File: src/rtl/dlx_reg_monitor.sv
// dlx_reg_monitor: register-file observation unit for the DLX core.
// Shows the low OUT_W bits of one architectural register on regs_o, with
// the shown register picked by a fixed selector, a slow round-robin scan, or a
// watch target. In watch mode it also flags writeback hits on the target.
// All outputs are registered.
//
// Build option: define MON_STICKY_HIT_EN to make hit_o sticky. It then stays
// set until the unit leaves WATCH. Without the macro, hit_o is a one-cycle
// pulse per hit. hit_count_o behaves the same in both builds.
module dlx_reg_monitor #(
    parameter int DATA_W   = 32,
    parameter int NUM_REGS = 32,
    parameter int SEL_W    = 5,
    parameter int OUT_W    = 7,
    parameter int SCAN_DIV = 4
) (
    input  logic                         clock_i,
    input  logic                         reset_i,
    input  logic [NUM_REGS*DATA_W-1:0]   regs_flat_i,
    input  logic                         reg_write_en_i,
    input  logic [SEL_W-1:0]             reg_add_i,
    input  logic [1:0]                   mode_i,
    input  logic [SEL_W-1:0]             sel_i,
    input  logic                         freeze_i,
    output logic [OUT_W-1:0]             regs_o,
    output logic [SEL_W-1:0]             chan_o,
    output logic                         valid_o,
    output logic                         hit_o,
    output logic [15:0]                  hit_count_o
);

    // Every selector code gets a tap. Codes at or beyond NUM_REGS read as
    // zero, which keeps the mux total and avoids indexing past the bus.
    localparam int NUM_CH = 2 ** SEL_W;

    // The divider is at least one bit wide, so SCAN_DIV=1 still builds.
    // In that case the scan advances every cycle.
    localparam int               DIV_W      = (SCAN_DIV > 1) ? $clog2(SCAN_DIV) : 1;
    localparam logic [DIV_W-1:0] DIV_LAST   = DIV_W'(SCAN_DIV - 1);
    localparam logic [SEL_W-1:0] LAST_CHAN  = SEL_W'(NUM_REGS - 1);
    localparam logic [SEL_W:0]   NUM_REGS_X = (SEL_W + 1)'(NUM_REGS);

    localparam logic [15:0]      COUNT_MAX  = 16'hFFFF;

    typedef enum logic [1:0] {
        ST_FIXED  = 2'd0,
        ST_SCAN   = 2'd1,
        ST_WATCH  = 2'd2,
        ST_FROZEN = 2'd3
    } state_t;

    state_t               state_q, state_d;
    logic [SEL_W-1:0]     chan_q, chan_d;
    logic [DIV_W-1:0]     div_q, div_d;
    logic [OUT_W-1:0]     regs_q, regs_d;
    logic                 valid_q, valid_d;
    logic                 hit_q, hit_d;
    logic [15:0]          hit_count_q, hit_count_d;

    logic [OUT_W-1:0]     reg_tap [NUM_CH];
    logic                 sel_in_range;
    logic [SEL_W-1:0]     sel_chan;
    logic                 watch_hit;

    // Low OUT_W bits of every visible register, padded to the full selector range
    generate
        for (genvar gi = 0; gi < NUM_CH; gi++) begin : g_tap
            if (gi < NUM_REGS) begin : g_live
                assign reg_tap[gi] = regs_flat_i[gi*DATA_W +: OUT_W];
            end else begin : g_pad
                assign reg_tap[gi] = '0;
            end
        end
    endgenerate

    // Clamp an out-of-range selector to r0
    always_comb begin
        sel_in_range = ({1'b0, sel_i} < NUM_REGS_X);
        sel_chan     = sel_in_range ? sel_i : '0;
    end

    // Next state: freeze overrides everything, otherwise decode mode_i (11 acts as FIXED)
    always_comb begin
        state_d = ST_FIXED;
        if (freeze_i) begin
            state_d = ST_FROZEN;
        end else begin
            case (mode_i)
                2'b01:   state_d = ST_SCAN;
                2'b10:   state_d = ST_WATCH;
                default: state_d = ST_FIXED;
            endcase
        end
    end

    // Channel choice, scan divider and sampled register value for the coming edge
    always_comb begin
        chan_d = chan_q;
        div_d  = div_q;
        regs_d = regs_q;
        case (state_d)
            ST_FIXED, ST_WATCH: begin
                chan_d = sel_chan;
                regs_d = reg_tap[sel_chan];
            end
            ST_SCAN: begin
                // A fresh scan from FIXED/WATCH restarts the divider on the
                // current channel. Coming back from FROZEN keeps the divider
                // so the scan resumes where it was held.
                if (state_q == ST_FIXED || state_q == ST_WATCH) begin
                    div_d = '0;
                end else if (div_q == DIV_LAST) begin
                    div_d  = '0;
                    chan_d = (chan_q == LAST_CHAN) ? '0 : chan_q + 1'b1;
                end else begin
                    div_d = div_q + 1'b1;
                end
                regs_d = reg_tap[chan_d];
            end
            default: begin
                // FROZEN: display, channel and divider all hold
            end
        endcase
    end

    // Watch-hit detection, hit flag and saturating hit counter
    always_comb begin
        // Freezing in the same cycle as a write suppresses the hit, because
        // state_d is then FROZEN rather than WATCH.
        watch_hit   = (state_d == ST_WATCH) && reg_write_en_i &&
                      (reg_add_i == sel_i) && (reg_add_i != '0);
        hit_count_d = hit_count_q;
        if (watch_hit && hit_count_q != COUNT_MAX) begin
            hit_count_d = hit_count_q + 16'd1;
        end
`ifdef MON_STICKY_HIT_EN
        hit_d = (state_d == ST_WATCH) && (hit_q || watch_hit);
`else
        hit_d = watch_hit;
`endif
        valid_d = 1'b1;
    end

    // State and output registers, cleared asynchronously by reset
    always_ff @(posedge clock_i or negedge reset_i) begin
        if (!reset_i) begin
            state_q     <= ST_FIXED;
            chan_q      <= '0;
            div_q       <= '0;
            regs_q      <= '0;
            valid_q     <= 1'b0;
            hit_q       <= 1'b0;
            hit_count_q <= '0;
        end else begin
            state_q     <= state_d;
            chan_q      <= chan_d;
            div_q       <= div_d;
            regs_q      <= regs_d;
            valid_q     <= valid_d;
            hit_q       <= hit_d;
            hit_count_q <= hit_count_d;
        end
    end

    assign regs_o      = regs_q;
    assign chan_o      = chan_q;
    assign valid_o     = valid_q;
    assign hit_o       = hit_q;
    assign hit_count_o = hit_count_q;

endmodule
File: config.mk
export PLATFORM = sky130hd
export DESIGN_NAME = dlx_reg_monitor
export DESIGN_NICKNAME = d
export VERILOG_FILES = /design/src/rtl/dlx_reg_monitor.sv
export SDC_FILE = /design/constraint.sdc
export NUM_CORES = 1
export LEC_CHECK = 0
export ABC_AREA = 1
export CORE_AREA = 2 2 420 422
export CTS_CLUSTER_DIAMETER = 40
export DETAILED_ROUTE_END_ITERATION = 7
export DIE_AREA = 0 0 422 424
export PLACE_DENSITY = 0.3
export SYNTH_ARGS = -nofsm -noshare
export SYNTH_HDL_FRONTEND = slang
export SYNTH_SLANG_ARGS = --single-unit
File: constraint.sdc
create_clock -name clock_i -period 3.8 [get_ports clock_i]
set_input_delay 1.14 -clock clock_i [delete_from_list [all_inputs] [get_ports clock_i]]
set_output_delay 1.14 -clock clock_i [all_outputs]
set_load 0.03 [all_outputs]
**After elaboration in Yosys (flattened, before gate mapping)**

Index checks and enable logic that the tools add are counted.

- Output and inout bits: 30
- Flip-flop bits (word level): 34
- Input bits: 1,040
- Logic and storage cells: 49

- Bitwise gates (word level): 2
- Equality and inequality tests: 9
- Mux-type cells: 16
- Reduce and logical (&&, ||, !) cells: 10
- Order comparisons: 2
- Add/sub/neg operators: 3

Operators with widths:

| operator | count |
|---|---|
| $bmux W7 S5 | 2 |
| $mux W7 | 4 |
| $mux W5 | 4 |
| $add A16 B1 Y16 const B | 1 |
| $ne A16 B16 Y1 const B | 1 |
| $pmux W7 S2 | 1 |
| $ge A6 B6 Y1 const B | 2 |
| $not A5 Y6 | 2 |
| $pmux W5 S2 | 1 |
| $eq A2 B2 Y1 const B | 4 |
| $mux W2 | 3 |
| $add A5 B1 Y5 const B | 1 |
| $eq A5 B5 Y1 | 1 |
| $eq A5 B5 Y1 const B | 1 |
| $reduce_bool A5 Y1 | 1 |
| $eq A2 B1 Y1 const B | 2 |
| $logic_and A1 B1 Y1 | 4 |
| $logic_not A2 Y1 | 2 |
| $pmux W2 S2 | 1 |
| $add A2 B1 Y2 const B | 1 |
| $reduce_bool A2 Y1 | 1 |
| $reduce_or A2 Y1 | 1 |
| $logic_or A1 B1 Y1 | 1 |

**Longest topological paths before layout**

- Depth in word-level cells: 10
- Depth in mapped cells: 19
- Mapped depth without buffers: 17

**Least setup slack after synthesis**

No wires, ideal clock.

- Path type: input port to flip-flop
- Start: in sel_i[3]
- End: reg hit_count_q[13], in the netlist hit_count_o[13]
- Arrival time: 2,243 ps
- Required time: 3,667 ps
- Slack: 1,424 ps
- Path buffers: 2
- Setup time: 133 ps
- Cell stages on the path: 10
- Path through: buf_2 > inv_2 > nor2_1 > nor3_1 > nand4_1 > nor2_1 > nand3_2 > clkbuf_1 > nand2_1 > o21ai_0

- Longest elaborated chain between the ends: 4

Ends and longest elaborated chain:

| item | line | source |
|---|---|---|
| start, declared | 23 | `input logic [SEL_W-1:0] sel_i,` |
| $eq A5 B5 Y1 | 131 | `(reg_add_i == sel_i) && (reg_add_i != '0);` |
| $logic_and A1 B1 Y1 | 130 | `watch_hit = (state_d == ST_WATCH) && reg_write_en_i &&` |
| $logic_and A1 B1 Y1 | 131 |  |
| $logic_and A1 B1 Y1 | 133 | `if (watch_hit && hit_count_q != COUNT_MAX) begin` |
| end signal, assigned | 161 | `hit_count_q <= hit_count_d;` |
| end, declared | 58 | `logic [15:0] hit_count_q, hit_count_d;` |

Every way passes these cells.
A chain may end at the register's enable or synchronous reset.

**Worst setup path in the final report**

- Start: reg chan_q[0], in the netlist chan_o[0]
- End: reg regs_q[5], in the netlist regs_o[5]

- Longest elaborated chain between the ends: 10
- Elaborated cells on any way between the ends: 11

Ends and longest elaborated chain:

| item | line | source |
|---|---|---|
| start, declared | 53 | `logic [SEL_W-1:0] chan_q, chan_d;` |
| start signal, assigned | 156 | `chan_q <= chan_d;` |
| $add A5 B1 Y5 / $eq A5 B5 Y1 (equally long branches) | 114 | `chan_d = (chan_q == LAST_CHAN) ? '0 : chan_q + 1'b1;` |
| $mux W5 | 114 |  |
| $mux W5 | 112 | `end else if (div_q == DIV_LAST) begin` |
| $mux W5 * | 110 | `if (state_q == ST_FIXED \|\| state_q == ST_WATCH) begin` |
| $mux W5 * | 101 | `case (state_d)` |
| $not A5 Y6 (not written as such) * | 118 | `regs_d = reg_tap[chan_d];` |
| $bmux W7 S5 * | 118 |  |
| $mux W7 (not written as such) * (2 in series) | 118 |  |
| $pmux W7 S2 * | 101 |  |
| end signal, assigned | 158 | `regs_q <= regs_d;` |
| end, declared | 55 | `logic [OUT_W-1:0] regs_q, regs_d;` |

Mark *: on every way between the ends. The rest lies on a longest branch, timed or not. The select of a mux whose other input is x is not followed.

==> flow_summary.json <==
{
  "path_max_fanout": 36,
  "rsz0062_at_grt": "no",
  "numCtsBuffers": 5,
  "grt_pass1_vias": 10149,
  "antenna_found_initial": 52,
  "multi_input_area_um2": 4960,
  "grt_max_degree": 112,
  "syn_nets": 2469,
  "ys_ff_latch": 33,
  "maxCapViolations": 0,
  "p_per_area_nw_per_um2": 223,
  "hold_path.class": "flop to flop",
  "synth-seq-area-share": 0.114,
  "io_buffers": 269,
  "cts_resized": 0,
  "post_cts_buffers": 0,
  "finalSetupTns_ns": 0,
  "final_util": 0.0735,
  "synthArstFlopShare": 1.00,
  "syn_to_final_growth_pct": 78.1,
  "postCtsHoldBufs": 0,
  "yosys-top-cells-count": "nand2_1, nand3_1, inv_1",
  "wl_per_cell_um": 17.2,
  "max_slew_margin": 0.517,
  "dp_hpwl_um": 56700,
  "core_area_um2": 175000,
  "clk_latency_ns": 0.29,
  "cp.required_ns": 3.98,
  "num_rows": 154,
  "io_pins": 1070,
  "seq_area_um2": 826,
  "cp-end-kind": "flop",
  "worst_pin_slew_ns": 0.724,
  "clock-sinks": 33,
  "hold_ws_ns": 0.482,
  "drt_iter0_drc": 641,
  "yosysTopAreaCellShare": 0.264,
  "start_kind": "flop",
  "peakVddDrop_v": 0.000122,
  "grt.total_usage": 0.0742,
  "path_class": "flop to flop",
  "ant_nets": 0,
  "num-nets-final": 2686,
  "period_minus_slack_ns": 3.12,
  "synth_edf_count": 0,
  "yosys.area.top_type": "nand3_1",
  "r2r_cells": 17,
  "p_leak_nw": 5.23,
  "chipWidth_um": 422,
  "yosysWarnings": 0,
  "finalHoldViolCount": 0,
  "status": "finished, final reports clean",
  "clk_pin_slew_worst_paths_ns": 0.06,
  "fin_ws_ns": 0.680,
  "die_area_um2": 179000,
  "holdPathStages": 2,
  "detail_route.vias_per_cell": 2.55,
  "finalPower_mw": 2.86,
  "cts-root-buf": "clkbuf_16",
  "maxSlewViolCount": 0,
  "fin_area_um2": 12900,
  "yosysMostFrequentCell": "nand2_1",
  "htreeDepth": 2,
  "avgSynthCellArea_um2": 5.06,
  "detailedRoute.firstPassIterationCount": 7,
  "syn_area_um2": 7220,
  "drive_above_1_share": 0.0463,
  "cts_buffer_depth": 2,
  "drc": 0,
  "place_area_um2": 12700,
  "cts_tree": "built",
  "die_y_um": 424,
  "grt-ovfl-total": 0,
  "synth_ff_type": "dfrtp_1",
  "max_freq_mhz": 321,
  "gp_congestion": 0.784,
  "worstPathArrival_ns": 3.30,
  "final.setup_skew_ns": 0.00937,
  "synthTopCellsByArea": "nand3_1, nand2_1, inv_1, dfrtp_1, o211ai_1",
  "synth_cell_types": 32,
  "initial_core_util": 0.0412,
  "synth_cells": 1425,
  "grt_pass1_wl_um": 90500,
  "vias": 10183,
  "final-setup-viol-count": 0,
  "fill_cells": 20871,
  "fin_crit_sh": 0.821,
  "wl_um": 68800,
  "dp_cells": 3975,
  "dpl_worst_slack_ns": 0.578,
  "fin_cells": 3988
}
power by group:
group          internal, mW  switching (mW)
sequential            0.400          0.0514
combinational         0.705            1.30
clock                 0.235           0.170
layout make-up:
class | instances | share of cell area
inverters | 246 | 0.0722
clock buffers | 5 | 0.00973
repair buffers | 308 | 0.238
clock inverters | 1 | 0.000389
flip-flops and latches | 33 | 0.0642
well taps | 2340 | 0.228
multi-input cells | 1048 | 0.386
diodes | 7 | 0.00136
cell families after synthesis:
| logic type | count (synthesis) | share of synthesized area |
|---|---|---|
| and+or+nand+nor | 918 | 0.566 |
| buffers and inverters | 344 | 0.202 |
| adders and majority gates | 4 | 0.00694 |
| DFF | 33 | 0.114 |
| AOI/OAI and AO/OA | 109 | 0.0900 |
| other | 1 | 0.000520 |
| xor gates and xnor gates | 16 | 0.0194 |
placed cells by master, fill, tap and decap left out, types with 3 or more instances in the layout:
master and count:
o21ai_0 34, inv_1 237, clkbuf_16 5, nand2_4 6
nand3b_1 21, diode_2 7, o221ai_1 4, nor3_1 8
ha_1 4, clkinv_2 3, buf_12 7, nand3_1 380
dfrtp_1 33, buf_4 33, nand2_1 453, clkdlybuf4s50_1 265
xor2_1 11, or2_2 7, xnor2_1 5, a21oi_1 30
nand4_1 5, o211ai_1 34, nor2_1 31, inv_2 6
o21ai_1 6
critical path: stages, from the launching register on:
cell and delay, ns:
dfrtp_1 0.49, ha_1 0.26, nand2_1 0.09, nor2_1 0.05, ha_1 0.19, nor2_1 0.18
nand2_4 0.10, nand2_4 0.27, buf_12 0.25, nand2_1 0.08, nand3_1 0.08, nand3_1 0.29
nand3_1 0.19, nand2_1 0.15, nand2_1 0.09, nand3_1 0.09, nand2_1 0.07, inv_1 0.04
layer usage:
layer,global-route usage,wire length (um),up-vias
met5,0,116,-
met4,0.0167,1590,16
met3,0.0106,2840,78
met2,0.142,36600,337
met1,0.0857,27700,4787
li1,-,-,4965
sequential cells by signal (all words and copies together) (netlist names):
name	flops
hit_o	1
valid_o	1
regs_o	7
state_q	1
chan_o	5
hit_count_o	16
div_q	2
final timing paths:
path / startpoint / to / slack (ns)
min: div_q[1]$_DFFE_PN0P_ / div_q[1]$_DFFE_PN0P_ / 0.48
max in group asynchronous: reset_i / regs_o[1]$_DFFE_PN0P_ / 2.14
max: chan_o[0]$_DFFE_PN0P_ / regs_o[5]$_DFFE_PN0P_ / 0.68
max reg2reg: chan_o[0]$_DFFE_PN0P_ / regs_o[5]$_DFFE_PN0P_ / 0.68
min in group asynchronous: reset_i / hit_count_o[9]$_DFFE_PN0P_ / 1.28
min reg2reg: div_q[1]$_DFFE_PN0P_ / div_q[1]$_DFFE_PN0P_ / 0.48
No activity file was read; power rests on OpenSTA's default activity.
